[config.mk]
export PLATFORM = sky130hd
export DESIGN_NAME = fp_align_stage
export DESIGN_NICKNAME = d
export VERILOG_FILES = /design/src/rtl/fp_pkg.sv /design/src/rtl/fp_classify.sv /design/src/rtl/fp_align_stage.sv
export SDC_FILE = /design/constraint.sdc
export NUM_CORES = 1
export LEC_CHECK = 0
export BUFFER_PORTS_ARGS = -buffer_cell sky130_fd_sc_hd__buf_2
export CORE_MARGIN = 10
export CORE_UTILIZATION = 59
export DETAILED_ROUTE_END_ITERATION = 8
export PLACE_DENSITY = 0.81
export SKIP_LAST_GASP = 1
export SLEW_MARGIN = 20
export SYNTH_ARGS = -nofsm -noshare
export SYNTH_HDL_FRONTEND = slang
export SYNTH_HIERARCHICAL = 1
export SYNTH_SLANG_ARGS = --single-unit
export TNS_END_PERCENT = 10
[constraint.sdc]
create_clock -name clk -period 7.6 [get_ports clk]
set_input_delay 1.9 -clock clk [delete_from_list [all_inputs] [get_ports clk]]
set_output_delay 1.9 -clock clk [all_outputs]
set_load 0.02 [all_outputs]
[src/rtl/fp_pkg.sv]
// Shared types, field widths and class-bit indices for the FP alignment stage.
package fp_pkg;

  localparam int EXP_W  = 8;
  localparam int FRAC_W = 23;
  localparam int MANT_W = 32;

  localparam logic [EXP_W-1:0] EXP_MAX = 8'hFF;

  // Bit positions inside the 3-bit {nan, inf, zero} class vector.
  localparam int CLS_NAN  = 2;
  localparam int CLS_INF  = 1;
  localparam int CLS_ZERO = 0;

  typedef enum logic [1:0] {
    IDLE  = 2'd0,
    ALIGN = 2'd1,
    ADD   = 2'd2,
    HOLD  = 2'd3
  } state_e;

  // OR of the bits that a right shift of m by sh discards.
  function automatic logic shifted_out_or(input logic [MANT_W-1:0] m, input logic [8:0] sh);
    logic [MANT_W-1:0] mask;
    mask = ~({MANT_W{1'b1}} << sh);
    return |(m & mask);
  endfunction

endpackage

[src/rtl/fp_classify.sv]
// Combinational classifier for one single-precision operand: class flags,
// effective exponent and the {hidden, frac, 8'h00} working mantissa.
module fp_classify
  import fp_pkg::*;
(
  input  logic [31:0]       op_i,
  output logic [2:0]        cls_o,
  output logic              sign_o,
  output logic [EXP_W-1:0]  eff_exp_o,
  output logic [MANT_W-1:0] mant_o
);

  logic [EXP_W-1:0]  exp_s;
  logic [FRAC_W-1:0] frac_s;
  logic              exp_zero_s;
  logic              exp_max_s;
  logic              frac_zero_s;

  assign exp_s       = op_i[30:23];
  assign frac_s      = op_i[22:0];
  assign exp_zero_s  = (exp_s == 8'h00);
  assign exp_max_s   = (exp_s == EXP_MAX);
  assign frac_zero_s = (frac_s == 23'h000000);

  // Denormals carry a zero hidden bit and behave as exponent 1.
  always_comb begin
    cls_o           = 3'b000;
    cls_o[CLS_NAN]  = exp_max_s && !frac_zero_s;
    cls_o[CLS_INF]  = exp_max_s && frac_zero_s;
    cls_o[CLS_ZERO] = exp_zero_s && frac_zero_s;
    sign_o          = op_i[31];
    eff_exp_o       = exp_zero_s ? 8'h01 : exp_s;
    mant_o          = {!exp_zero_s, frac_s, 8'h00};
  end

endmodule

[src/rtl/fp_align_stage.sv]
// Single-precision alignment stage: classify, order, align and add/subtract mantissas.
// Defining FP_ALIGN_FAST_EN replaces the serial aligner with a capture-cycle barrel shift.
module fp_align_stage
  import fp_pkg::*;
#(
  parameter int unsigned SAT_SHIFT = 32
) (
  input  logic             clk,
  input  logic             rst_n,
  input  logic             in_valid,
  output logic             in_ready,
  input  logic [31:0]      a,
  input  logic [31:0]      b,
  output logic             out_valid,
  input  logic             out_ready,
  output logic [31:0]      aligned_result,
  output logic             carry_out,
  output logic             aligned_sign,
  output logic [EXP_W-1:0] exponent_out,
  output logic             sticky,
  output logic [2:0]       a_class,
  output logic [2:0]       b_class,
  output logic             sign_a,
  output logic             sign_b,
  output logic [31:0]      a_out,
  output logic [31:0]      b_out
);

  localparam logic [8:0] SAT_D = 9'(SAT_SHIFT);

  logic [2:0]        cls_a_s, cls_b_s;
  logic              opsign_a_s, opsign_b_s;
  logic [EXP_W-1:0]  eexp_a_s, eexp_b_s;
  logic [MANT_W-1:0] mant_a_s, mant_b_s;

  fp_classify u_cls_a (
    .op_i      (a),
    .cls_o     (cls_a_s),
    .sign_o    (opsign_a_s),
    .eff_exp_o (eexp_a_s),
    .mant_o    (mant_a_s)
  );

  fp_classify u_cls_b (
    .op_i      (b),
    .cls_o     (cls_b_s),
    .sign_o    (opsign_b_s),
    .eff_exp_o (eexp_b_s),
    .mant_o    (mant_b_s)
  );

  // Ordering by magnitude; ties keep a as the larger operand.
  logic              a_ge_s;
  logic              special_s;
  logic              sat_s;
  logic              big_sign_s;
  logic [MANT_W-1:0] big_mant_s, small_mant_s;
  logic [EXP_W-1:0]  big_exp_s, small_exp_s;
  logic [8:0]        exp_diff_s, shift_s;

  assign a_ge_s       = (eexp_a_s > eexp_b_s) || ((eexp_a_s == eexp_b_s) && (mant_a_s >= mant_b_s));
  assign special_s    = (cls_a_s != 3'b000) || (cls_b_s != 3'b000);
  assign big_mant_s   = a_ge_s ? mant_a_s : mant_b_s;
  assign small_mant_s = a_ge_s ? mant_b_s : mant_a_s;
  assign big_exp_s    = a_ge_s ? eexp_a_s : eexp_b_s;
  assign small_exp_s  = a_ge_s ? eexp_b_s : eexp_a_s;
  assign big_sign_s   = a_ge_s ? opsign_a_s : opsign_b_s;
  assign exp_diff_s   = {1'b0, big_exp_s - small_exp_s};
  assign sat_s        = (exp_diff_s >= SAT_D);
  assign shift_s      = sat_s ? SAT_D : exp_diff_s;

  state_e            state_q, state_d;
  logic              in_ready_q, in_ready_d;
  logic              out_valid_q, out_valid_d;
  logic [31:0]       result_q, result_d;
  logic              carry_q, carry_d;
  logic              asign_q, asign_d;
  logic [EXP_W-1:0]  exp_q, exp_d;
  logic              sticky_out_q, sticky_out_d;
  logic [2:0]        a_class_q, a_class_d;
  logic [2:0]        b_class_q, b_class_d;
  logic              sign_a_q, sign_a_d;
  logic              sign_b_q, sign_b_d;
  logic [31:0]       a_out_q, a_out_d;
  logic [31:0]       b_out_q, b_out_d;
  logic [MANT_W-1:0] big_q, big_d;
  logic [MANT_W-1:0] small_q, small_d;
  logic              big_sign_q, big_sign_d;
  logic              eff_sub_q, eff_sub_d;
  logic              acc_sticky_q, acc_sticky_d;
`ifndef FP_ALIGN_FAST_EN
  logic [8:0]        cnt_q, cnt_d;
`endif

  logic [MANT_W:0]   sum_s;
  logic [MANT_W-1:0] dif_s;

  // On subtraction the sticky bit stands in for all bits lost below the LSB.
  assign sum_s = {1'b0, big_q} + {1'b0, small_q};
  assign dif_s = big_q - (small_q | {{(MANT_W-1){1'b0}}, acc_sticky_q});

  // Next-state logic for the control FSM and every datapath register.
  always_comb begin
    state_d      = state_q;
    in_ready_d   = in_ready_q;
    out_valid_d  = out_valid_q;
    result_d     = result_q;
    carry_d      = carry_q;
    asign_d      = asign_q;
    exp_d        = exp_q;
    sticky_out_d = sticky_out_q;
    a_class_d    = a_class_q;
    b_class_d    = b_class_q;
    sign_a_d     = sign_a_q;
    sign_b_d     = sign_b_q;
    a_out_d      = a_out_q;
    b_out_d      = b_out_q;
    big_d        = big_q;
    small_d      = small_q;
    big_sign_d   = big_sign_q;
    eff_sub_d    = eff_sub_q;
    acc_sticky_d = acc_sticky_q;
`ifndef FP_ALIGN_FAST_EN
    cnt_d        = cnt_q;
`endif

    case (state_q)
      IDLE: begin
        if (in_valid && in_ready_q) begin
          a_out_d    = a;
          b_out_d    = b;
          sign_a_d   = opsign_a_s;
          sign_b_d   = opsign_b_s;
          a_class_d  = cls_a_s;
          b_class_d  = cls_b_s;
          in_ready_d = 1'b0;
          if (special_s) begin
            result_d     = 32'h0000_0000;
            carry_d      = 1'b0;
            sticky_out_d = 1'b0;
            asign_d      = 1'b0;
            exp_d        = 8'h00;
            out_valid_d  = 1'b1;
            state_d      = HOLD;
          end else begin
            big_d      = big_mant_s;
            big_sign_d = big_sign_s;
            eff_sub_d  = opsign_a_s ^ opsign_b_s;
            exp_d      = big_exp_s;
`ifdef FP_ALIGN_FAST_EN
            small_d      = sat_s ? {MANT_W{1'b0}} : (small_mant_s >> shift_s);
            acc_sticky_d = sat_s ? (|small_mant_s) : shifted_out_or(small_mant_s, shift_s);
            state_d      = ADD;
`else
            small_d      = sat_s ? {MANT_W{1'b0}} : small_mant_s;
            acc_sticky_d = sat_s ? (|small_mant_s) : 1'b0;
            cnt_d        = shift_s;
            state_d      = (shift_s == 9'd0) ? ADD : ALIGN;
`endif
          end
        end else begin
          state_d = IDLE;
        end
      end
      ALIGN: begin
`ifdef FP_ALIGN_FAST_EN
        state_d    = IDLE;
        in_ready_d = 1'b1;
`else
        acc_sticky_d = acc_sticky_q | small_q[0];
        small_d      = small_q >> 1;
        cnt_d        = cnt_q - 9'd1;
        if (cnt_q == 9'd1) begin
          state_d = ADD;
        end else begin
          state_d = ALIGN;
        end
`endif
      end
      ADD: begin
        sticky_out_d = acc_sticky_q;
        if (eff_sub_q) begin
          result_d = dif_s;
          carry_d  = 1'b0;
          asign_d  = (dif_s == 32'h0000_0000) ? 1'b0 : big_sign_q;
        end else begin
          result_d = sum_s[MANT_W-1:0];
          carry_d  = sum_s[MANT_W];
          asign_d  = big_sign_q;
        end
        out_valid_d = 1'b1;
        state_d     = HOLD;
      end
      HOLD: begin
        if (out_ready) begin
          out_valid_d = 1'b0;
          in_ready_d  = 1'b1;
          state_d     = IDLE;
        end else begin
          state_d = HOLD;
        end
      end
      default: begin
        state_d     = IDLE;
        in_ready_d  = 1'b1;
        out_valid_d = 1'b0;
      end
    endcase
  end

  // State register with synchronous active-low reset that aborts any operation.
  always_ff @(posedge clk) begin
    if (!rst_n) begin
      state_q      <= IDLE;
      in_ready_q   <= 1'b1;
      out_valid_q  <= 1'b0;
      result_q     <= 32'h0000_0000;
      carry_q      <= 1'b0;
      asign_q      <= 1'b0;
      exp_q        <= 8'h00;
      sticky_out_q <= 1'b0;
      a_class_q    <= 3'b000;
      b_class_q    <= 3'b000;
      sign_a_q     <= 1'b0;
      sign_b_q     <= 1'b0;
      a_out_q      <= 32'h0000_0000;
      b_out_q      <= 32'h0000_0000;
      big_q        <= {MANT_W{1'b0}};
      small_q      <= {MANT_W{1'b0}};
      big_sign_q   <= 1'b0;
      eff_sub_q    <= 1'b0;
      acc_sticky_q <= 1'b0;
`ifndef FP_ALIGN_FAST_EN
      cnt_q        <= 9'd0;
`endif
    end else begin
      state_q      <= state_d;
      in_ready_q   <= in_ready_d;
      out_valid_q  <= out_valid_d;
      result_q     <= result_d;
      carry_q      <= carry_d;
      asign_q      <= asign_d;
      exp_q        <= exp_d;
      sticky_out_q <= sticky_out_d;
      a_class_q    <= a_class_d;
      b_class_q    <= b_class_d;
      sign_a_q     <= sign_a_d;
      sign_b_q     <= sign_b_d;
      a_out_q      <= a_out_d;
      b_out_q      <= b_out_d;
      big_q        <= big_d;
      small_q      <= small_d;
      big_sign_q   <= big_sign_d;
      eff_sub_q    <= eff_sub_d;
      acc_sticky_q <= acc_sticky_d;
`ifndef FP_ALIGN_FAST_EN
      cnt_q        <= cnt_d;
`endif
    end
  end

  assign in_ready       = in_ready_q;
  assign out_valid      = out_valid_q;
  assign aligned_result = result_q;
  assign carry_out      = carry_q;
  assign aligned_sign   = asign_q;
  assign exponent_out   = exp_q;
  assign sticky         = sticky_out_q;
  assign a_class        = a_class_q;
  assign b_class        = b_class_q;
  assign sign_a         = sign_a_q;
  assign sign_b         = sign_b_q;
  assign a_out          = a_out_q;
  assign b_out          = b_out_q;

endmodule

==> run metrics, run 1 <==
P&R area growth vs syn=7.757%; Post-Synth Simple-Gate Area=0.2045; post-synthesis mux area share=0.03274; HP Class=reg2reg; die width=173.3 µm; Final period util=0.8383; total power=between 0.003 and 0.004 W; Die Area=30050 µm²; max cap viols=0; Final WS setup=1.229 ns; Post-CTS Setup Bufs=0; CTS H-tree depth=4; Yosys reg bits=between 150 and 200; CP startpoint=a[24]; maximum fanout along the worst path=37; WL final=43510 µm; Post-Syn Area=roughly 14000 µm²; Crit Path Category=in2reg; Clock Tree Buf Depth=2; n_diodes=0; detailed placement HPWL=33050 µm; clk_skew=0.01607 ns; max-slew violations=0; vias in the first global route=~12000; post-synthesis sequential area ratio=0.2814; initial antenna violation count=0; CTS tree=built; grt total ovfl=0; Leak Pwr=6.466 nW; Tmin final=between 6 and 7 ns; largest net degree at the start of global routing=slightly above 100; setup TNS=0 ns; slew margin rel.=0.3068; clock-pin slew on the worst setup and hold paths=0.08 ns; Port-buffer cells=between 150 and 200; peak supply drop=0.1383 mV; startpoint type of the worst setup path=input port; placed insts=approximately 2200; status=completed; Core ar.=roughly 23000 µm²; post-route insts no fill=between 2000 and 2500; worst reg2reg path depth=16; CTS Buf Count=17; final RePlAce weighted congestion=0.9604; Adder-Cell Fraction of Synth Area=0.09849; Slew @ Worst Pin=1.040 ns; Via Count=~14000; antenna viol nets, final=0; CP endpoint=small_q[23]$_SDFFE_PN0P_; share of cells above drive strength 1=0.1336; cts repair resizes=0; Synth cell types=85; R2R setup slack=2.97 ns; aggregate global-route resource usage=0.2746; Data arrival, critical path=6.71 ns; final setup vio count=0; RSZ-0062 raised after global routing=no; drt drc=0; worst slack at placement=0.8314 ns; CP Capture Type=flip-flop; drt pass-1 iters=6; xor/xnor share of the synthesized area=0.03283; Sink Count=195; Main synth FF type=dfxtp_1; fmax=around 160 MHz; first-pass GRT wire length=approximately 70000 µm; power density cells=220.9 nW/µm²; post-DR vias/cell=6.114; Ports=185; Synth Instances=1861; Synth warnings=6; final net count=2071; worst skew pair latency=between 0.4 and 0.5 ns; Starting Density=0.5945; Avg WL per Cell=between 15 and 20 µm; Post-synth EDFFs=0; Required @ worst endpoint=slightly below 8 ns; Die Height=173.3 µm; Fin. Hold Viols=0; syn_area_per_cell=~7.5 µm²; Critical R2R Launch=small_q[0]$_SDFFE_PN0P_; RR Endpoint=aligned_sign$_SDFFE_PN0P_; largest family of logic cells by synthesized area=compound AO/OA/AOI/OAI gates; number of fill cells=roughly 2100; compound-gate portion of the synthesized area=0.2489; Hold WS=0.4445 ns; Root Buffer Master=clkbuf_16; ys async rst share=0; 1st-iter DRT viols=1383; Rows=56; hold_buf cts=0
## placed cells by master, fill, tap and decap left out, types with 16 or more instances in the layout
cell	Yosys	final
a22oi_1	18	18
xnor2_1	40	40
nor3_1	52	52
buf_2	3	184
nor2_1	168	167
clkbuf_16	0	17
nand2_1	230	230
nand4_1	23	23
dfxtp_1	195	195
inv_1	108	108
nand3_1	21	21
a21oi_1	220	220
mux2i_1	42	42
a211oi_1	38	38
o21ai_0	79	79
nor4_1	39	39
nand2b_1	18	18
a21o_1	25	24
ha_1	106	106
conb_1	2	16
o32ai_1	28	28
## state kept, by name (all words and copies together) (netlist names), 3 cells and up
signal,cells
cnt_q,9
aligned_result,32
a_out,32
b_class,3
a_class,3
b_out,32
exponent_out,8
small_q,32
big_q,32
## cells by family (layout without fill, tap and decap cells)
logic type      count (synthesis)  in the layout
compound gates                538            538
xor+xnor                       52             52
fa+ha+maj                     108            108
buf+inv                       303            336
flops                         195            195
mux                            45             45
other cells                     2             16
simple gates                  618            618
## per-layer routing
metal  GRT usage  wire, µm  up-vias
met2      0.4041     18450      642
met1      0.3864     19740     6360
li1            -         -     6564
met5           0         0        -
met4     0.07007       762        0
met3     0.07449      4563       49
## critical path, stage by stage
cell,delay (ns)
buf_2,0.17
nor4_1,0.29
nand2_1,0.22
nand2b_1,0.21
inv_1,0.10
ha_1,0.36
nand2_1,0.07
or3_1,0.36
a211oi_2,0.22
a21boi_4,0.28
nor4b_1,0.08
nor4_1,0.44
ha_1,0.25
a221oi_1,0.12
and3_1,0.23
nor3_2,0.19
o21ai_1,0.12
a311oi_2,0.33
nand2_1,0.14
buf_4,0.28
o32ai_1,0.34
## synth_stat cells (12+ instances only)
cell type | count | area share
mux2i_1 | 42 | 0.030
xnor2_1 | 40 | 0.025
xor2_1 | 12 | 0.0076
a211oi_1 | 38 | 0.021
a22oi_1 | 18 | 0.0097
buf_4 | 64 | 0.035
nor2b_1 | 13 | 0.0059
ha_1 | 106 | 0.096
nor3_1 | 52 | 0.019
o32ai_1 | 28 | 0.018
dfxtp_1 | 195 | 0.28
o21ai_0 | 79 | 0.029
o21bai_1 | 13 | 0.0070
nand3_1 | 21 | 0.0076
clkbuf_1 | 117 | 0.032
o21a_1 | 13 | 0.0070
nor2_1 | 168 | 0.045
a21o_1 | 25 | 0.014
nand2_1 | 230 | 0.062
inv_1 | 108 | 0.029
a21oi_1 | 220 | 0.079
nor4_1 | 39 | 0.018
nand2b_1 | 18 | 0.0081
nand4_1 | 23 | 0.010
## worst min-delay path by stage
stage	startpoint	to	slack (ns)	cells after the start
3_5_place_dp	aligned_result[29]$_SDFFE_PN0P_	aligned_result[29]$_SDFFE_PN0P_	0.44	2
5_1_grt	b_out[0]$_SDFFE_PN0P_	b_out[0]$_SDFFE_PN0P_	0.47	2
3_3_place_gp	aligned_result[17]$_SDFFE_PN0P_	aligned_result[17]$_SDFFE_PN0P_	0.43	2
4_1_cts	aligned_result[29]$_SDFFE_PN0P_	aligned_result[29]$_SDFFE_PN0P_	0.45	2
2_1_floorplan	cnt_q[7]$_SDFFE_PN0P_	cnt_q[7]$_SDFFE_PN0P_	0.45	2
6_report	aligned_result[29]$_SDFFE_PN0P_	aligned_result[29]$_SDFFE_PN0P_	0.44	2
## report_power, final
part           switching [W]  internal (W)
Combinational       0.000788      0.000439
Sequential         0.0000658       0.00110
Clock               0.000463      0.000448
## stage by stage
step	utilization	cell area [µm²]
3_5_place_dp	0.6159	14370
3_3_place_gp	0.6159	14370
5_1_grt	0.6407	14950
6_report	0.6407	14950
2_1_floorplan	-	13920
4_1_cts	0.6407	14950
## area by class of cell
| class | count | area, µm² | area share |
|---|---|---|---|
| timing repair buffer | 195 | 1003 | 0.06713 |
| tap | 319 | 399.1 | 0.02670 |
| inverter | 109 | 411.6 | 0.02754 |
| clock inverter | 13 | 135.1 | 0.009040 |
| clock buffer | 19 | 442.9 | 0.02963 |
| multi-input combinational | 1377 | 8652 | 0.5788 |
| sequential | 195 | 3904 | 0.2612 |
No activity file was read; power rests on OpenSTA's default activity.
==> run 2: changes to the inputs <==
ABC_AREA = 1   (was not set)
CORE_UTILIZATION = 54   (was 59)
PLACE_DENSITY = 0.78   (was 0.81)
clock period = 5.6 ns   (was 7.6 ns; I/O delays follow)
==> run 2 against run 1 <==
Clock power is 43% higher. Critical path type unchanged. Highest routed layer unchanged. Cell count is 18% higher. Sequential power is 41% higher. Synthesized cell count is 20% higher. Critical endpoint is now small_q[17]$_SDFFE_PN0P_.
==> run metrics, run 2 <==
status=completed; Sink Count=195; count leader, synth=nor2_1; WL final=45700 µm; Avg WL per Cell=17.39 µm; Post-CTS Setup Bufs=0; Leak Pwr=7.669 nW; HP Class=reg2reg; RR Endpoint=aligned_sign$_SDFFE_PN0P_; Crit path largest cell delay=0.34 ns; max-slew violations=0; Critical R2R Launch=acc_sticky_q$_SDFFE_PN0P_; Synth Instances=between 2000 and 2500; worst skew pair latency=0.46 ns; Rows=59; largest cells by area after synthesis=dfxtp_1 27%, nor2_1 9.8%, ha_1 9.1%; Clock Tree Buf Depth=2; ys async rst share=0; Yosys reg bits=195; power density cells=318.3 nW/µm²; post-route insts no fill=between 2000 and 3000; worst hold start=aligned_result[11]$_SDFFE_PN0P_; Synth top area share=0.2685; met3 usage=0.05870; compound-gate portion of the synthesized area=0.2009; setup TNS=0 ns; CTS H-tree depth=4; Via Count=14590; final RePlAce weighted congestion=1.004; Fin. Hold Viols=0; maximum fanout along the worst path=35; vias in the first global route=around 14000; Port-buffer cells=184; clk_skew=0.02247 ns; P&R area growth vs syn=8.057%; post-synthesis sequential area ratio=0.2685; list of most frequent post-synthesis cells=379 x nor2_1, 331 x nand2_1, 278 x inv_1; hold endpoint=aligned_result[11]$_SDFFE_PN0P_; most common cell after layout, fill and taps aside=nor2_1; antenna viol nets, final=0; Post-synth EDFFs=0; xor/xnor share of the synthesized area=0.02049; max cap viols=0; initial antenna violation count=0; Ports=185; CP Capture Type=flip-flop; cts repair resizes=0; peak supply drop=0.1850 mV; Required @ worst endpoint=5.90 ns; n_diodes=0; R2R setup slack=2.34 ns; most frequent cells in the layout=377 x nor2_1, 331 x nand2_1, 277 x inv_1; first-pass GRT wire length=74000 µm; Hold WS=0.4616 ns; Synth warnings=6; Yosys top cell by area=dfxtp_1; post-DR vias/cell=5.552; Root Buffer Master=clkbuf_16; CTS Buf Count=17; GR peak layer=met2; clock-pin slew on the worst setup and hold paths=0.08 ns; CP max stage cell=ha_1; hold_buf cts=0; share of cells above drive strength 1=0.1378; placed insts=2596; Die Area=33880 µm²; Synth cell types=57; M2 GR Usage=0.4226; total power=0.005000 W; die width=184.1 µm; CTS tree=built; cell mode on critical path=nand2_1; largest family of logic cells by synthesized area=simple AND/OR/NAND/NOR gates; routing usage on met1=0.3559; Core ar.=26280 µm²; aggregate global-route resource usage=0.2670; Tmin final=4.634 ns; final setup vio count=0; detailed placement HPWL=35770 µm; RSZ-0062 raised after global routing=no; Data arrival, critical path=around 4.9 ns; Final period util=0.8275; Adder-Cell Fraction of Synth Area=0.09399; Post-Syn Area=14540 µm²; largest net degree at the start of global routing=99; slew margin rel.=0.3918; Post-Synth Simple-Gate Area=0.2722; drt drc=0; Die Height=~180 µm; 1st-iter DRT viols=1397; Starting Density=0.5531; post-synthesis mux area share=0; drt pass-1 iters=6; fmax=215.8 MHz; worst reg2reg path depth=20; Slew @ Worst Pin=0.9111 ns; hold path cells=2; Main synth FF type=dfxtp_1; grt total ovfl=0; Crit Path Category=in2reg; final net count=2456; startpoint type of the worst setup path=input port; syn_area_per_cell=6.510 µm²
## run 2: cell types whose count changed in the layout (fill, tap and decap cells not counted), moves of 28 or more
| cell | change |
|---|---|
| a211oi_1 | -35 |
| a21oi_1 | -40 |
| inv_1 | +169 |
| mux2i_1 | -42 |
| nand2_1 | +101 |
| nand3_1 | +75 |
| nor2_1 | +210 |
| nor3_1 | -34 |
| o21ai_0 | +94 |
| o31ai_1 | +28 |
| xnor2_1 | -37 |
## run 2: metrics by stage
step                utilization  setup WS [ns]  instance area [µm²]
global route             0.5977         0.5908                15710
CTS                      0.5977          1.023                15710
detailed placement       0.5740         0.5581                15090
finish                   0.5977         0.9658                15710
global placement         0.5740         0.6551                15090
floorplan                     -          1.531                14590
## run 2: power by group
| part | internal (W) | switching [W] | total (W) |
|---|---|---|---|
| logic | 0.000630 | 0.00143 | 0.00206 |
| clock network | 0.000617 | 0.000684 | 0.00130 |
| registers | 0.00153 | 0.000107 | 0.00164 |
| total | 0.00278 | 0.00222 | 0.00500 |
## run 2: how the worst max path moves through the flow
| stage | startpoint | end | slack, ns | cells past startpoint |
|---|---|---|---|---|
| floorplan | a[28] | small_q[23]$_SDFFE_PN0P_ | 1.53 | 25 |
| global placement | a[28] | acc_sticky_q$_SDFFE_PN0P_ | 0.66 | 22 |
| detailed placement | a[28] | acc_sticky_q$_SDFFE_PN0P_ | 0.56 | 22 |
| CTS | a[28] | acc_sticky_q$_SDFFE_PN0P_ | 1.02 | 22 |
| global route | a[26] | acc_sticky_q$_SDFFE_PN0P_ | 0.59 | 22 |
| finish | a[28] | small_q[17]$_SDFFE_PN0P_ | 0.97 | 26 |
## run 2: kinds of logic after synthesis
group	count (synthesis)
AOI/OAI and AO/OA	505
xor gates and xnor gates	34
adders and majority gates	108
buffers and inverters	470
DFF	195
other	2
and+or+nand+nor	919
## run 2: critical path: cells and delay by family
kind | cells | cell delay, ns
AOI/OAI and AO/OA | 1 | 0.07
adders and majority gates | 2 | 0.51
buffers and inverters | 4 | 0.53
and+or+nand+nor | 19 | 2.38
## run 2: layout make-up
| cell class | count | area, µm² |
|---|---|---|
| fillers | 2538 | 10570 |
| well taps | 335 | 419.2 |
| flip-flops and latches | 195 | 3904 |
| inverters | 285 | 1075 |
| multi-input cells | 1582 | 8617 |
| clock buffers | 17 | 425.4 |
| repair buffers | 199 | 1071 |
| clock inverters | 15 | 196.4 |
## run 2: metal layers
| metal | up-vias | wire length, µm |
|---|---|---|
| li1 | 7280 | - |
| met1 | 6737 | 21070 |
| met2 | 508 | 20130 |
| met3 | 66 | 3554 |
| met4 | 0 | 948 |
| met5 | - | 0 |
